## src/rtl/hazard_pkg.sv

```systemverilog
// Shared definitions for the pipeline hazard controller: Tuse/Tnew encodings,
// multiply/divide busy FSM states and default unit latencies.
package hazard_pkg;

  // A Tuse of 3 marks an operand the D instruction never reads.
  localparam logic [1:0] TUSE_NONE = 2'd3;
  localparam logic [1:0] TNEW_ZERO = 2'd0;

  localparam int unsigned MULT_CYCLES_DEF = 5;
  localparam int unsigned DIV_CYCLES_DEF  = 10;

  typedef enum logic [0:0] {
    MdIdle = 1'b0,
    MdBusy = 1'b1
  } md_state_e;

  // One producer/consumer pair: stall when D needs the value before it can be forwarded.
  function automatic logic raw_hit(logic [4:0] src, logic [1:0] tuse,
                                   logic [4:0] wa, logic [1:0] tnew);
    return (src != 5'd0) && (src == wa) && (tuse != TUSE_NONE) &&
           (tnew != TNEW_ZERO) && (tuse < tnew);
  endfunction

endpackage

```

## src/rtl/md_busy_counter.sv

```systemverilog
// Multiply/divide busy window tracker: IDLE/BUSY FSM with a countdown loaded on issue.
// md_busy rises the cycle after md_start and stays high for exactly the unit latency.
module md_busy_counter
  import hazard_pkg::*;
#(
  parameter int unsigned MULT_CYCLES = MULT_CYCLES_DEF,
  parameter int unsigned DIV_CYCLES  = DIV_CYCLES_DEF
) (
  input  logic clk,
  input  logic reset,
  input  logic md_start,
  input  logic md_is_div,
  output logic md_busy
);

  localparam int unsigned MaxCycles = (MULT_CYCLES > DIV_CYCLES) ? MULT_CYCLES : DIV_CYCLES;
  localparam int unsigned CntW      = $clog2(MaxCycles) + 1;

  md_state_e       state_q, state_d;
  logic [CntW-1:0] count_q, count_d;

  always_ff @(posedge clk) begin
    if (reset) begin
      state_q <= MdIdle;
      count_q <= '0;
    end else begin
      state_q <= state_d;
      count_q <= count_d;
    end
  end

  always_comb begin
    state_d = state_q;
    count_d = count_q;
    unique case (state_q)
      MdIdle: begin
        if (md_start) begin
          count_d = md_is_div ? CntW'(DIV_CYCLES) : CntW'(MULT_CYCLES);
          state_d = MdBusy;
        end
      end
      MdBusy: begin
        // A new md_start here is dropped; the D-stage stall keeps it from happening.
        if (count_q == CntW'(1)) begin
          count_d = '0;
          state_d = MdIdle;
        end else begin
          count_d = count_q - CntW'(1);
        end
      end
      default: begin
        state_d = MdIdle;
        count_d = '0;
      end
    endcase
  end

  assign md_busy = (state_q == MdBusy);

endmodule

```

## src/rtl/hazard_ctrl.sv

```systemverilog
// Five-stage MIPS stall controller: Tuse/Tnew RAW comparators plus the md busy window.
// Optional STALL_CNT_EN macro adds a saturating stall_cycles counter port.
module hazard_ctrl
  import hazard_pkg::*;
#(
  parameter int unsigned MULT_CYCLES = MULT_CYCLES_DEF,
  parameter int unsigned DIV_CYCLES  = DIV_CYCLES_DEF
) (
  input  logic        clk,
  input  logic        reset,
  input  logic [4:0]  d_rs_addr,
  input  logic [4:0]  d_rt_addr,
  input  logic [1:0]  d_tuse_rs,
  input  logic [1:0]  d_tuse_rt,
  input  logic        d_md_use,
  input  logic [4:0]  e_wa,
  input  logic [4:0]  m_wa,
  input  logic [1:0]  e_tnew,
  input  logic [1:0]  m_tnew,
  input  logic        md_start,
  input  logic        md_is_div,
  output logic        pc_en,
  output logic        d_en,
  output logic        e_flush,
  output logic        md_busy
`ifdef STALL_CNT_EN
  ,
  output logic [31:0] stall_cycles
`endif
);

  logic raw_stall;
  logic md_stall;
  logic stall;

  md_busy_counter #(
    .MULT_CYCLES (MULT_CYCLES),
    .DIV_CYCLES  (DIV_CYCLES)
  ) u_md_busy_counter (
    .clk       (clk),
    .reset     (reset),
    .md_start  (md_start),
    .md_is_div (md_is_div),
    .md_busy   (md_busy)
  );

  always_comb begin
    raw_stall = raw_hit(d_rs_addr, d_tuse_rs, e_wa, e_tnew) |
                raw_hit(d_rs_addr, d_tuse_rs, m_wa, m_tnew) |
                raw_hit(d_rt_addr, d_tuse_rt, e_wa, e_tnew) |
                raw_hit(d_rt_addr, d_tuse_rt, m_wa, m_tnew);
    md_stall  = d_md_use & (md_busy | md_start);
    // Reset forces the pipeline to advance regardless of hazard inputs.
    stall     = (raw_stall | md_stall) & ~reset;
    pc_en     = ~stall;
    d_en      = ~stall;
    e_flush   = stall;
  end

`ifdef STALL_CNT_EN
  logic [31:0] stall_cnt_q, stall_cnt_d;

  always_comb begin
    stall_cnt_d = stall_cnt_q;
    if (stall && (stall_cnt_q != 32'hFFFF_FFFF)) begin
      stall_cnt_d = stall_cnt_q + 32'd1;
    end
  end

  always_ff @(posedge clk) begin
    if (reset) begin
      stall_cnt_q <= '0;
    end else begin
      stall_cnt_q <= stall_cnt_d;
    end
  end

  assign stall_cycles = stall_cnt_q;
`endif

endmodule

```

## config.mk

```make
export PLATFORM = sky130hd
export DESIGN_NAME = hazard_ctrl
export DESIGN_NICKNAME = d
export VERILOG_FILES = /design/src/rtl/hazard_pkg.sv /design/src/rtl/md_busy_counter.sv /design/src/rtl/hazard_ctrl.sv
export SDC_FILE = /design/constraint.sdc
export NUM_CORES = 1
export LEC_CHECK = 0
export BUFFER_PORTS_ARGS = -buffer_cell sky130_fd_sc_hd__buf_4
export CAP_MARGIN = 20
export CORE_MARGIN = 5
export CORE_UTILIZATION = 44
export DETAILED_ROUTE_END_ITERATION = 8
export GPL_ROUTABILITY_DRIVEN = 0
export HOLD_SLACK_MARGIN = 0.06
export PLACE_DENSITY_LB_ADDON = 0.3
export SLEW_MARGIN = 20
export SYNTH_ARGS = -nofsm -noshare
export SYNTH_HDL_FRONTEND = slang
export SYNTH_SLANG_ARGS = --single-unit
```

## constraint.sdc

```tcl
create_clock -name clk -period 3.21 [get_ports clk]
set_clock_uncertainty 0.05 [all_clocks]
set_input_delay 0.8025 -clock clk [delete_from_list [all_inputs] [get_ports clk]]
set_output_delay 0.8025 -clock clk [all_outputs]
set_load 0.02 [all_outputs]
```

== Word level (Yosys, flattened, before mapping) ==
Cells that the tools add are included.

* Register bits after elaboration: 6
* Bits of input ports: 33
* Output and inout bits: 4
* Logic and storage cells: 52

* Add/subtract/negate cells: 1
* Magnitude comparators: 4
* Equal/unequal tests: 8
* Muxes and demuxes: 7
* Bitwise operators: 10
* Reductions and logical operators: 20

{| class="wikitable"
|+ Operators with widths
! operator !! number
|-
| $eq 5x5->1 || 4
|-
| $logic_and 1x1->1 || 16
|-
| $mux 5 || 2
|-
| $pmux 5 s2 || 1
|-
| $reduce_bool 5->1 || 2
|-
| $lt 2x2->1 || 4
|-
| $ne 2x2->1 const B || 3
|-
| $eq 5x1->1 const B || 1
|-
| $or 1x1->1 || 5
|-
| $sub 5x1->5 const B || 1
|-
| $mux 4 || 1
|-
| $reduce_bool 2->1 || 2
|-
| $not 1->1 || 3
|-
| $and 1x1->1 || 2
|-
| $mux 1 || 2
|-
| $pmux 1 s2 || 1
|}

== Longest topological paths before layout ==
Gate-level depths: netlist of the first run.

* Depth after elaboration: 11
* Gate-level depth with buffers: 8
* Gate-level depth less buffers: 7

== Cells and area by module ==
A second synthesis of the first run with hierarchy kept.

* Cells, all modules: 98
* Area total of the unflattened synthesis: 767.0 µm²

{| class="wikitable"
|+ Modules (own cells, without submodules)
! module !! times used !! cells each !! area an instance (µm²) !! seq. area each (µm²)
|-
| hazard_ctrl || 1 || 57 || 422.9 || 0.0
|-
| md_busy_counter || 1 || 41 || 344.1 || 120.1
|}

== Least setup slack after synthesis of the first run ==
Ideal clock, no wire load.

* Path kind: input to output
* Start: input port e_tnew[1]
* End: output port pc_en
* Data arrival time: 2,062 ps
* Data required time: 2,358 ps
* Slack: 296 ps
* Cell stages on the path: 8
* Cells stage by stage: inv_1 > ha_1 > o21bai_1 > nor4_1 > and4_1 > o21ai_1 > and3_1 > buf_4

* Word-level cells in the longest chain between the ends: 9
* Elaborated cells between the ends (all ways): 13
* Classes of those cells: order compare: 2; bitwise: 6; reduce/logical: 5

{| class="wikitable"
|+ RTL lines
! item !! RTL line !! text
|-
| start: declaration || hazard_ctrl.sv:18 || <nowiki>input logic [1:0] e_tnew,</nowiki>
|-
| branches (longest 4 deep; another with $lt 2x2->1) || - ||
|-
| $or 1x1->1 * || hazard_ctrl.sv:49 || <nowiki>raw_hit(d_rs_addr, d_tuse_rs, m_wa, m_tnew) |</nowiki>
|-
| $or 1x1->1 * || hazard_ctrl.sv:50 || <nowiki>raw_hit(d_rt_addr, d_tuse_rt, e_wa, e_tnew) |</nowiki>
|-
| $or 1x1->1 * || hazard_ctrl.sv:54 || <nowiki>stall = (raw_stall | md_stall) & ~reset;</nowiki>
|-
| $and 1x1->1 * || hazard_ctrl.sv:54 ||
|-
| $not 1->1 * || - ||
|-
| end: declaration || hazard_ctrl.sv:22 || <nowiki>output logic pc_en,</nowiki>
|}

Every way passes the cells marked *.

== Worst setup path after layout of the first run ==
* Start: input port e_tnew[1]
* End: output port d_en

* Word-level cells in the longest chain between the ends: 9
* Elaborated cells between the ends (all ways): 13
* Classes of those cells: order compare: 2; bitwise: 6; reduce/logical: 5

{| class="wikitable"
|+ RTL lines
! item !! RTL line !! text
|-
| branches (longest 4 deep; another with $lt 2x2->1) || - ||
|-
| $or 1x1->1 * || hazard_ctrl.sv:49 ||
|-
| $or 1x1->1 * || hazard_ctrl.sv:50 ||
|-
| $or 1x1->1 * || hazard_ctrl.sv:54 ||
|-
| $and 1x1->1 * || hazard_ctrl.sv:54 ||
|-
| $not 1->1 * || hazard_ctrl.sv:56 || <nowiki>d_en = ~stall;</nowiki>
|-
| end: declaration || hazard_ctrl.sv:23 || <nowiki>output logic d_en,</nowiki>
|}

Marked as above.

==> run metrics, run 1 <==
pwr dens 287 nW/um^2; Slew headroom 74.2%; post-placement cell count 150; clk sinks 6; Post-Route WL 2130 um; Clock Latency Late Sink 240 ps; CP most frequent cell buf_4; first-pass GRT wire length 3570 um; First-pass DRT Iterations 4; Synth Register Bits 6; Worst path max stage delay 250 ps; DRT iter0 DRCs 8; IO Port Bufs 36; worst-case reg-to-reg path depth 7; ANT cells 0; via count 850; vias in the first global route 911; Max VDD drop 0.000134 V; Detailed Place HPWL 1860 um; Avg Cell Area, Syn 7.30 um^2; Worst Setup Slack, final 177 ps; CP startpoint kind primary input; static leakage 0.466 nW; post-DR wirelength/cell 13.9 um; post-synthesis sequential area ratio 16.3%; RSZ-0062 raised after global routing false; crit path DAT 2180 ps; hold buffers post-CTS 0; mapped cell area 737 um^2; number of synthesis warnings 0; Slew @ Worst Pin 386 ps; Die X 50.9 um; Syn Nets 140; R2R Setup Slk 1750 ps; CTS root buffer clkbuf_4; Min Clock Period, post-route 3030 ps; CTS tree built; drt drc 0; num rows 14; Fin Hold WS 452 ps; fin nets 178; crit end category primary output; Final Max Tran Viols 0; area leader, netlist xnor2_1; Final setup viols 0; I/O pins 37; setup bufs post-CTS 0; Critical Path End d_en; Crit Path Max Fanout 3; worst-case clock buffer depth 2; layout cells sized above 1 28.5%; Synth area leaders xnor2_1, dfxtp_1, ha_1; cell chain of the critical path buf_4 > inv_1 > ha_1 > o21bai_1 > nor4_1 > and4_1 > o21ai_1 > and3_1 > buf_4; min-delay worst type reg2reg; setup TNS 0 ps; Final Hold Vio Count 0; Max Cap Violations 0; share of the synthesized area in the top cell type 16.6%; Synth cell types 27; die area 2590 um^2; H-tree Lvls 1; Reg2Reg Launch Point u_md_busy_counter.count_q[1]; RR Endpoint u_md_busy_counter.count_q[2]; largest net degree at the start of global routing 14; pre-CTS worst setup slack 167 ps; worst setup path class in2out; vias per cell 5.56; status complete, no violations; most frequent cells in the layout buf_4, xnor2_1, nor2_1; Starting Density 47.8%; CORE AREA 1540 um^2; Post-Syn Instances 101; Area Overhead vs Synth 40.2%; Data required, critical path 2360 ps; post-route ant nets 0; fin cells 153; overall routing resource usage 17.3%; hold depth 2; worst-path cell with the longest stage delay nor4_1; CP Launch Point e_tnew[1]; grt total ovfl 0; period utilisation layout 94.5%; f_max 0.330 GHz; Worst-path clk slew 40 ps; CTS Buf Count 3; initial antenna violation count 0; Die H 50.9 um; commonest non-fill, non-tap cell in the layout buf_4
## worst min-delay path by stage
stage / start / to / slack, ps
2_1_floorplan: u_md_busy_counter.count_q[4] / u_md_busy_counter.count_q[4] / 410
3_3_place_gp: u_md_busy_counter.count_q[4] / u_md_busy_counter.count_q[4] / 440
3_5_place_dp: u_md_busy_counter.count_q[4] / u_md_busy_counter.count_q[4] / 450
4_1_cts: u_md_busy_counter.count_q[4] / u_md_busy_counter.count_q[4] / 450
5_1_grt: u_md_busy_counter.count_q[4] / u_md_busy_counter.count_q[4] / 460
6_report: u_md_busy_counter.count_q[4] / u_md_busy_counter.count_q[4] / 450
## sequential cells by signal, indices dropped and copies added (netlist names)
name	count
u_md_busy_counter.md_busy	1
u_md_busy_counter.count_q	5
## Yosys cell counts
master,number
xnor2_1,14
nor2_1,11
nand2_1,7
o21ai_0,7
dfxtp_1,6
ha_1,6
inv_1,6
xor2_1,6
a21oi_1,5
nor3_1,5
nor4_1,4
a2bb2oi_1,3
nand4_1,3
a211oi_1,2
a21boi_0,2
a221oi_1,2
nor2b_1,2
and2_1,1
and3_1,1
and4_1,1
buf_2,1
buf_4,1
clkbuf_1,1
nand3_1,1
o21ai_1,1
o21bai_1,1
or3_1,1
## where the power goes
part	internal (mW)	switching, mW
combinational	0.0718	0.0640
sequential	0.0821	0.00894
clock	0.0423	0.0272
total	0.196	0.100
## per-layer routing
layer | vias up | global-route usage, % | share of wire (%)
met4 | 0 | 9.36 | 1.4
li1 | 430 | - | -
met3 | 4 | 4.36 | 5.8
met2 | 28 | 32.6 | 55
met1 | 388 | 16.9 | 37
met5 | - | 0 | 0
## final cells by class
type / instances / area, um^2
multi-input cells: 86 / 578
fillers: 126 / 508
repair buffers: 36 / 270
flip-flops and latches: 6 / 120
clock buffers: 3 / 22.5
inverters: 6 / 22.5
well taps: 16 / 20.0
## repair_timing
action / 4_1_cts / 5_1_grt
hold endpoints to repair: 0 / 0
resized for setup: 0 / 1
endpoints found under the setup margin: 0 / 2
## metrics by stage
stage | instance area [um^2] | utilization [%] | total power [mW]
after global routing | 1030 | 67.0 | 0.319
after global placement | 1010 | 65.6 | 0.222
after floorplan | 737 | - | 0.165
after detailed placement | 1010 | 65.6 | 0.228
after CTS | 1030 | 67.0 | 0.301
final | 1030 | 67.0 | 0.296
## kinds of logic after synthesis
logic type / synth area share, %
AOI/OAI and AO/OA: 19.9
DFF: 16.3
adders and majority gates: 10.2
and+or+nand+nor: 24.6
xor gates and xnor gates: 23.8
buffers and inverters: 5.26
## critical path: cells and delay by family
family	cells	cell delay [ps]
adder cells (fa/ha/maj)	1	170
AND/OR/NAND/NOR	3	690
buffers and inverters	3	310
AO/OA/AOI/OAI	2	210
Power figures use the tool's default switching activity.
==> inputs of run 2 (changes only) <==
- PLACE_DENSITY: not set -> 0.75
- PLACE_DENSITY_LB_ADDON: 0.3 -> not set
==> run 2 against run 1 <==
Net effect:
- via count is 2.8% lower
- fmax rose by 0.97%
- global-route usage fell by 1.2 points
- clock power up 3.2%
- non-clock buffer count stayed put
- wire length down 9.3%
- total power decreased by 0.67%
- combinational power shrank 3%
- sequential share of layout area stayed put
- register-to-register slack gained 50 ps
- critical endpoint is now pc_en
- largest cell class unchanged
- highest routed layer unchanged
==> run metrics, run 2 (same netlist as run 1, synthesis figures left out) <==
Max VDD drop 0.000172 V; die area 2590 um^2; Final setup viols 0; Worst-path clk slew 50 ps; Clock Latency Late Sink 250 ps; overall routing resource usage 16.1%; IO Port Bufs 36; Slew headroom 75.0%; setup TNS 0 ps; setup bufs post-CTS 0; Reg with most FFs u_md_busy_counter.count_q; switch share 33.5%; CP Launch Point e_tnew[1]; met1 Usage GRT 16.8%; Die X 50.9 um; commonest non-fill, non-tap cell in the layout buf_4; post-DR wirelength/cell 12.6 um; CTS root buffer clkbuf_4; Final Hold Vio Count 0; placed cell area 1010 um^2; cts repair resizes 0; ANT cells 0; Clk pwr share 24.4%; min-delay worst type reg2reg; Data required, critical path 2360 ps; max reg flops 5; final instance area 1030 um^2; Reg2Reg Launch Point u_md_busy_counter.count_q[1]; met3 usage 3.20%; fin nets 178; crit end category primary output; post-route ant nets 0; Gate power share 44.8%; Slew @ Worst Pin 375 ps; worst setup path class in2out; first-pass GRT wire length 3370 um; crit path DAT 2150 ps; Final Max Tran Viols 0; largest net degree at the start of global routing 14; most frequent cells in the layout buf_4, xnor2_1, nor2_1; num rows 14; I/O pins 37; vias per cell 5.40; Detailed Place HPWL 1730 um; First-pass DRT Iterations 2; initial antenna violation count 0; f_max 0.333 GHz; drt drc 0; CTS Buf Count 3; fillers 141; Max Cap Violations 0; met2 usage 29.3%; Int Pwr 196 uW; static leakage 0.466 nW; status complete, no violations; Min Clock Period, post-route 3000 ps; layout cells sized above 1 28.5%; via count 826; Post-Route WL 1930 um; Crit Path Max Fanout 3; CTS tree built; RSZ-0062 raised after global routing false; sequential share of power 30.8%; Area Overhead vs Synth 40.2%; DRT iter0 DRCs 3; vias in the first global route 878; worst hold start u_md_busy_counter.count_q[4]; fin cells 153; Top Usage Layer GRT met2; Die H 50.9 um; Starting Density 47.8%; worst-case clock buffer depth 2; hold buffers post-CTS 0; post-placement cell count 150; grt total ovfl 0; Psw 98.6 uW; pwr dens 285 nW/um^2; CP startpoint kind primary input; H-tree Lvls 1; clk sinks 6; period utilisation layout 93.6%; CORE AREA 1540 um^2
[run 2: cell counts in the layout (fill, tap and decap cells not counted)]
No cell type changed its count.
[run 2: worst paths after layout]
| path | end | slack, ps | cells past startpoint |
|---|---|---|---|
| worst max register to register | u_md_busy_counter.count_q[2] | 1800 | 7 |
| worst max-delay path | pc_en | 210 | 9 |
| worst min register to register | u_md_busy_counter.count_q[4] | 450 | 2 |
| worst min-delay path | u_md_busy_counter.count_q[4] | 450 | 2 |
[run 2: final cells by class]
| type | count | area, um^2 | area share [%] |
|---|---|---|---|
| Multi-Input combinational cell | 86 | 578 | 55.9 |
| Timing Repair Buffer | 36 | 270 | 26.2 |
| Sequential cell | 6 | 120 | 11.6 |
| Clock buffer | 3 | 22.5 | 2.18 |
| Inverter | 6 | 22.5 | 2.18 |
| Tap cell | 16 | 20.0 | 1.94 |
[run 2: layer usage]
layer | wire [um] | vias up | share of wire (%)
li1 | - | 430 | -
met1 | 786 | 365 | 41
met2 | 973 | 27 | 50
met3 | 127 | 4 | 6.6
met4 | 44 | 0 | 2.3
met5 | 0 | - | 0
[run 2: power by group through the flow]
| stage | Combinational [mW] | Sequential (mW) | Clock, mW |
|---|---|---|---|
| after detailed placement | 0.133 | 0.0920 | 0 |
| after CTS | 0.133 | 0.0906 | 0.0745 |
| after global routing | 0.148 | 0.0919 | 0.0790 |
| after floorplan | 0.0760 | 0.0894 | 0 |
| final | 0.132 | 0.0907 | 0.0717 |
| after global placement | 0.130 | 0.0918 | 0 |
[run 2: per-stage QoR]
step	hold slack [ps]	setup slack (ps)	utilization [%]	total power [mW]
floorplan	413	296	-	0.165
finish	448	206	67.0	0.294
global route	464	74.3	67.0	0.319
global placement	437	189	65.6	0.222
CTS	452	185	67.0	0.298
detailed placement	446	185	65.6	0.225
[run 2: worst max-delay path, stage by stage]
cell,delay (ps)
buf_4,80
inv_1,60
ha_1,170
o21bai_1,150
nor4_1,230
and4_1,210
o21ai_1,80
and3_1,210
buf_4,160
